## src/rtl/adc_pkt_sched.sv

```systemverilog
// ---------------------------------------------------------------------------
// adc_pkt_sched
//
// Packet scheduler for the ADC capture path. A start request asks the capture
// writer to fill the sample buffer; the buffer is then read out as fixed-length
// packets framed with SOP/EOP, spaced by a programmable lead-in and
// inter-packet gap, onto the ADC data / data-valid pad interface. An "again"
// request replays the stored buffer without capturing again.
//
// Ports:
//   clk, rst                 clock, synchronous active-high reset
//   start, again             run requests (one-cycle pulses)
//   cfg_len_sel              packet length select: 216/432/864/1728 samples
//   cfg_idle, cfg_gap        lead-in cycles / idle cycles between packets
//   self_test                selects counter data instead of buffer data
//   cap_req, cap_done        capture handshake with the buffer writer
//   rd_en, rd_addr, rd_data  buffer read port (data one cycle after rd_en)
//   out_data, out_valid,
//   out_sop, out_eop         packet stream towards the pad mux
//   busy, done               run in progress / end-of-run pulse
//
// Optional feature: define ADC_PKT_SCHED_SELFTEST_EN to enable the self-test
// counter source. Without it, self_test is ignored.
// ---------------------------------------------------------------------------
module adc_pkt_sched #(
    parameter int DATA_W    = 18,
    parameter int ADDR_W    = 13,
    parameter int BUF_DEPTH = 6912
) (
    input  logic              clk,
    input  logic              rst,
    input  logic              start,
    input  logic              again,
    input  logic [1:0]        cfg_len_sel,
    input  logic [7:0]        cfg_idle,
    input  logic [7:0]        cfg_gap,
    input  logic              self_test,
    output logic              cap_req,
    input  logic              cap_done,
    output logic              rd_en,
    output logic [ADDR_W-1:0] rd_addr,
    input  logic [DATA_W-1:0] rd_data,
    output logic [DATA_W-1:0] out_data,
    output logic              out_valid,
    output logic              out_sop,
    output logic              out_eop,
    output logic              busy,
    output logic              done
);

    localparam logic [2:0] S_IDLE    = 3'd0;
    localparam logic [2:0] S_CAPTURE = 3'd1;
    localparam logic [2:0] S_LEAD    = 3'd2;
    localparam logic [2:0] S_SEND    = 3'd3;
    localparam logic [2:0] S_GAP     = 3'd4;
    localparam logic [2:0] S_FLUSH   = 3'd5;

    logic [2:0]        state;
    logic              buf_valid;
    logic [1:0]        len_sel_q;
    logic [7:0]        idle_q;
    logic [7:0]        gap_q;
    logic [7:0]        wait_cnt;
    logic [10:0]       smp_idx;
    logic [10:0]       last_idx;
    logic              accept_start;
    logic              accept_again;
    logic              skip_cap;
    logic              pkt_end;
    logic              buf_end;
    logic              v1;
    logic              s1;
    logic              e1;
    logic [DATA_W-1:0] sample;

    // Start always wins over again; again only replays a buffer that holds data.
    assign accept_start = (state == S_IDLE) && start;
    assign accept_again = (state == S_IDLE) && again && buf_valid && !start;
    assign rd_en        = (state == S_SEND);
    assign busy         = (state != S_IDLE);
    assign pkt_end      = (smp_idx == last_idx);
    assign buf_end      = (rd_addr == ADDR_W'(BUF_DEPTH - 1));

    // Index of the last sample in a packet for the latched length select.
    always_comb begin
        last_idx = 11'd215;
        case (len_sel_q)
            2'd1:    last_idx = 11'd431;
            2'd2:    last_idx = 11'd863;
            2'd3:    last_idx = 11'd1727;
            default: last_idx = 11'd215;
        endcase
    end

`ifdef ADC_PKT_SCHED_SELFTEST_EN
    logic              st_mode;
    logic [DATA_W-1:0] st_cnt;

    assign skip_cap = self_test;
    assign sample   = st_mode ? st_cnt : rd_data;

    // Self-test source: the mode is frozen per run and the counter restarts
    // at every accepted run, advancing once per sample reaching the output.
    always_ff @(posedge clk) begin
        if (rst) begin
            st_mode <= 1'b0;
            st_cnt  <= '0;
        end else if (accept_start || accept_again) begin
            st_mode <= self_test;
            st_cnt  <= '0;
        end else if (v1 && st_mode) begin
            st_cnt <= st_cnt + 1'b1;
        end
    end
`else
    logic unused_self_test;

    assign unused_self_test = self_test;
    assign skip_cap         = 1'b0;
    assign sample           = rd_data;
`endif

    // Main sequencer. LEAD and GAP are skipped entirely when their length is
    // zero so that the first SOP lands cfg_idle+3 cycles after the request and
    // packets run back-to-back with cfg_gap=0. The final packet is recognised
    // by the read address reaching the end of the buffer, which works because
    // the buffer depth is a whole number of packets for every length.
    always_ff @(posedge clk) begin
        if (rst) begin
            state     <= S_IDLE;
            buf_valid <= 1'b0;
            cap_req   <= 1'b0;
            rd_addr   <= '0;
            done      <= 1'b0;
            len_sel_q <= 2'd0;
            idle_q    <= 8'd0;
            gap_q     <= 8'd0;
            wait_cnt  <= 8'd0;
            smp_idx   <= 11'd0;
        end else begin
            done <= 1'b0;
            case (state)
                S_IDLE: begin
                    wait_cnt <= 8'd0;
                    smp_idx  <= 11'd0;
                    rd_addr  <= '0;
                    if (accept_start || accept_again) begin
                        len_sel_q <= cfg_len_sel;
                        idle_q    <= cfg_idle;
                        gap_q     <= cfg_gap;
                    end
                    if (accept_start && !skip_cap) begin
                        cap_req <= 1'b1;
                        state   <= S_CAPTURE;
                    end else if (accept_start || accept_again) begin
                        buf_valid <= 1'b1;
                        state     <= (cfg_idle == 8'd0) ? S_SEND : S_LEAD;
                    end
                end
                S_CAPTURE: begin
                    if (cap_done) begin
                        buf_valid <= 1'b1;
                        cap_req   <= 1'b0;
                        state     <= (idle_q == 8'd0) ? S_SEND : S_LEAD;
                    end
                end
                S_LEAD: begin
                    if (wait_cnt == idle_q - 8'd1) begin
                        wait_cnt <= 8'd0;
                        state    <= S_SEND;
                    end else begin
                        wait_cnt <= wait_cnt + 8'd1;
                    end
                end
                S_SEND: begin
                    rd_addr <= rd_addr + 1'b1;
                    if (pkt_end) begin
                        smp_idx <= 11'd0;
                        if (buf_end) begin
                            rd_addr <= '0;
                            state   <= S_FLUSH;
                        end else if (gap_q != 8'd0) begin
                            state <= S_GAP;
                        end
                    end else begin
                        smp_idx <= smp_idx + 11'd1;
                    end
                end
                S_GAP: begin
                    if (wait_cnt == gap_q - 8'd1) begin
                        wait_cnt <= 8'd0;
                        state    <= S_SEND;
                    end else begin
                        wait_cnt <= wait_cnt + 8'd1;
                    end
                end
                S_FLUSH: begin
                    if (wait_cnt == 8'd1) begin
                        wait_cnt <= 8'd0;
                        done     <= 1'b1;
                        state    <= S_IDLE;
                    end else begin
                        wait_cnt <= wait_cnt + 8'd1;
                    end
                end
                default: state <= S_IDLE;
            endcase
        end
    end

    // Two-stage output pipeline: the first stage lines the framing up with the
    // buffer's one-cycle read latency, the second registers the pad outputs.
    // Data is forced to zero whenever the sample is not valid.
    always_ff @(posedge clk) begin
        if (rst) begin
            v1        <= 1'b0;
            s1        <= 1'b0;
            e1        <= 1'b0;
            out_valid <= 1'b0;
            out_sop   <= 1'b0;
            out_eop   <= 1'b0;
            out_data  <= '0;
        end else begin
            v1        <= rd_en;
            s1        <= rd_en && (smp_idx == 11'd0);
            e1        <= rd_en && pkt_end;
            out_valid <= v1;
            out_sop   <= s1;
            out_eop   <= e1;
            out_data  <= v1 ? sample : '0;
        end
    end

endmodule

```

## config.mk

```make
export PLATFORM = sky130hd
export DESIGN_NAME = adc_pkt_sched
export DESIGN_NICKNAME = d
export VERILOG_FILES = /design/src/rtl/adc_pkt_sched.sv
export SDC_FILE = /design/constraint.sdc
export NUM_CORES = 1
export LEC_CHECK = 0
export CELL_PAD_IN_SITES_DETAIL_PLACEMENT = 1
export CELL_PAD_IN_SITES_GLOBAL_PLACEMENT = 2
export CORE_AREA = 5 5 112 114
export CTS_BUF_LIST = sky130_fd_sc_hd__clkbuf_4 sky130_fd_sc_hd__clkbuf_8 sky130_fd_sc_hd__clkbuf_16
export CTS_CLUSTER_SIZE = 14
export DETAILED_ROUTE_END_ITERATION = 8
export DIE_AREA = 0 0 117 119
export DONT_BUFFER_PORTS = 1
export PLACE_DENSITY_LB_ADDON = 0.1
export SYNTH_ARGS = -nofsm -noshare
export SYNTH_HDL_FRONTEND = slang
export SYNTH_SLANG_ARGS = --single-unit
```

## constraint.sdc

```tcl
create_clock -name clk -period 2.8 [get_ports clk]
set_input_delay 0.56 -clock clk [delete_from_list [all_inputs] [get_ports clk]]
set_output_delay 0.56 -clock clk [all_outputs]
set_load 0.005 [all_outputs]
```

==> results.json <==
{
  "syn_avg_cell_area_sq_um": 8.148,
  "place.detailed.instances": 640,
  "worst-path-buf-inv": 0,
  "cp_slowest_cell": "or3_4",
  "path_delay_family": "compound AO/OA/AOI/OAI gates",
  "finalSetupViolations": 0,
  "tightestPinTransition_ns": 0.8484,
  "grt_pass1_wl_um": 18420,
  "maxCapViolCount": 0,
  "place_area_sq_um": 4310,
  "max_freq_ghz": 0.3923,
  "clock_latency_ns": 0.34,
  "cp_data_arrival_time_ns": 2.78,
  "syn2layout_area_growth_pct": 13.00,
  "tritoncts": "built",
  "synthCells": 502,
  "final_antenna_net_count": 0,
  "powerDensity_nw_per_um2": 790.1,
  "die_h_um": 119,
  "fillers": 1375,
  "synth-compound-area-share_pct": 17.99,
  "skew_ns": 0.007982,
  "utilization_pct": 40.83,
  "grt_pass1_vias": 3712,
  "start_util_pct": 36.13,
  "cp_num_cells": 8,
  "power_leakage_nw": 1.780,
  "hold_violations": 0,
  "final-max-slew-violation-count": 0,
  "cp_cell_sequence": "ha_1 > or3_4 > a2111oi_4 > a311oi_2 > o31ai_2 > o211ai_1 > nor3_2 > mux2_2",
  "rr_startpoint": "len_sel_q[0]$_SDFFE_PP0P_",
  "final.period_utilization_pct": 91.05,
  "antenna_found_initial": 0,
  "synth-main-ff-cell": "dfxtp_1",
  "async_flop_share_pct": 0,
  "grt_use_total_pct": 16.46,
  "cp-end-kind": "register",
  "grt_setup_unrepaired": "false",
  "core_area_sq_um": 11320,
  "synth_top_family_by_area": "simple AND/OR/NAND/NOR gates",
  "dr.pass1.iters": 4,
  "clockBufferDepth": 2,
  "nets": 563,
  "synth_edf_count": 0,
  "io_pins": 80,
  "synth-xor-area-share_pct": 5.353,
  "cts_sinks": 80,
  "p_total_mw": 3.652,
  "worstSetupPathType": "reg -> reg",
  "routedWlPerCell_um": 16.99,
  "drt-total-wl_um": 11140,
  "hpwl_um": 8377,
  "seq_area_frac_synth_pct": 39.16,
  "die_width_um": 117,
  "hp-start": "rst",
  "critPathLaunch": "len_sel_q[0]$_SDFFE_PP0P_",
  "grt_overflow": 0,
  "hold_depth": 1,
  "final_area_sq_um": 4622,
  "post-route-worst-setup-slack_ns": 0.2507,
  "synth_area_leader_cell": "dfxtp_1",
  "synth_area_sq_um": 4090,
  "clockRootBuffer": "clkbuf_16",
  "place.port_buffers": 0,
  "synthAdderAreaFrac_pct": 3.977,
  "num_antenna_cells": 0,
  "synth_cell_types": 58,
  "tns_ns": 0,
  "vias": 3515,
  "via_per_inst": 5.358,
  "required_ns": 3.03,
  "cts-buffers-inserted": 9,
  "die_area_sq_um": 13920,
  "worst_hold_path_type": "in -> reg",
  "drt-initial-drc-count": 113,
  "r2r_cells": 8,
  "synth_top_area_share_pct": 39.16,
  "rows": 39,
  "pre_cts_ws_ns": 0.1764,
  "slew_headroom_pct": 43.32,
  "ir_worst_vdd_mv": 0.4938,
  "cp-start-kind": "register",
  "synth_fp_nets": 557,
  "status": "completed",
  "htreeDepth": 3,
  "hold_slack_ns": 0.2869,
  "post-route-min-period_ns": 2.549,
  "crit_fanout": 4,
  "clk_pin_slew_ns": 0.06,
  "drc": 0,
  "netlist_top_cells_area": "dfxtp_1, nand2_1, a21oi_1",
  "yosys.area_share.simple_pct": 29.15,
  "grt_max_degree": 50,
  "drive_above_1_share_pct": 9.942,
  "synth-seq-cells": 80,
  "ys.warnings.count": 0,
  "slowest_delay_ns": 0.36,
  "instances_no_fill": 656,
  "synth_mux_area_share_pct": 0.5200,
  "cts_hold_buffers": 0,
  "place_congestion": 0.7365
}
registers in the layout, summed over array words and instances (netlist names), 2 cells and up:
| name | flops |
|---|---|
| smp_idx | 11 |
| gap_q | 8 |
| wait_cnt | 8 |
| idle_q | 8 |
| rd_addr | 13 |
| state | 3 |
| out_data | 18 |
| len_sel_q | 2 |
kinds of logic after synthesis:
family,after synthesis
AO/OA/AOI/OAI,112
XOR/XNOR,25
adder cells (fa/ha/maj),13
buffers and inverters,40
flip-flops,80
multiplexers,2
AND/OR/NAND/NOR,230
report_power, final:
group          leakage [nW]  internal, mW  switching, mW  total [mW]
clock network         0.139         0.699          0.511        1.21
registers             0.648          1.23          0.109        1.34
logic                 0.994         0.456          0.644        1.10
synthesized netlist by cell type, types with 5 or more instances:
cell,count
dfxtp_1,80
nand2_1,72
a21oi_1,42
nor2_1,38
and2_1,23
clkbuf_1,19
o21ai_0,19
inv_1,17
xnor2_1,16
nor3_1,15
and3_1,13
ha_1,13
nor3b_1,12
nand3_1,10
nor2b_1,10
xor2_1,9
nand2b_1,7
a21o_1,6
nand3b_1,6
nor4_1,6
a211oi_1,5
o221ai_1,5
layer usage:
layer | part of all wire (%) | track usage, % | up-vias | wire [um]
met3 | 3.1 | 4.108 | 14 | 350
met2 | 52 | 28.81 | 40 | 5782
met1 | 44 | 19.78 | 1702 | 4848
li1 | - | - | 1759 | -
met5 | 0 | 0 | - | 0
met4 | 1.5 | 4.588 | 0 | 163
cell usage in the layout, fill, tap and decap left out, types with 7 or more instances in the layout:
master / synthesis / layout
dfxtp_1: 80 / 80
nand2_1: 72 / 72
a21oi_1: 42 / 42
nor2_1: 38 / 37
and2_1: 23 / 23
o21ai_0: 19 / 19
buf_4: 1 / 18
inv_1: 17 / 17
xnor2_1: 16 / 16
nor3_1: 15 / 14
and3_1: 13 / 13
ha_1: 13 / 13
nor3b_1: 12 / 12
nor2b_1: 10 / 10
nand3_1: 10 / 10
xor2_1: 9 / 9
clkbuf_16: 0 / 9
nand2b_1: 7 / 7
final timing paths:
check | to | slack (ns)
min reg2reg | out_sop$_SDFF_PP0_ | 0.45
max reg2reg | state[0]$_SDFFE_PP0P_ | 0.25
min | out_eop$_SDFF_PP0_ | 0.29
max | state[0]$_SDFFE_PP0P_ | 0.25
final cells by class:
| cell class | instances | area, sq um | share of cell area [%] |
|---|---|---|---|
| Clock buffer | 9 | 225.2 | 4.873 |
| Multi-Input combinational cell | 382 | 2338 | 50.60 |
| Sequential cell | 80 | 1602 | 34.65 |
| Inverter | 17 | 63.81 | 1.381 |
| Tap cell | 143 | 178.9 | 3.871 |
| Timing Repair Buffer | 18 | 135.1 | 2.924 |
| Clock inverter | 7 | 78.83 | 1.705 |
what timing repair did:
item | CTS | global route
gates resized for setup | 0 | 2
setup buffers | 0 | 0
endpoints found under the setup margin | 0 | 3
No activity file was read; power rests on OpenSTA's default activity.
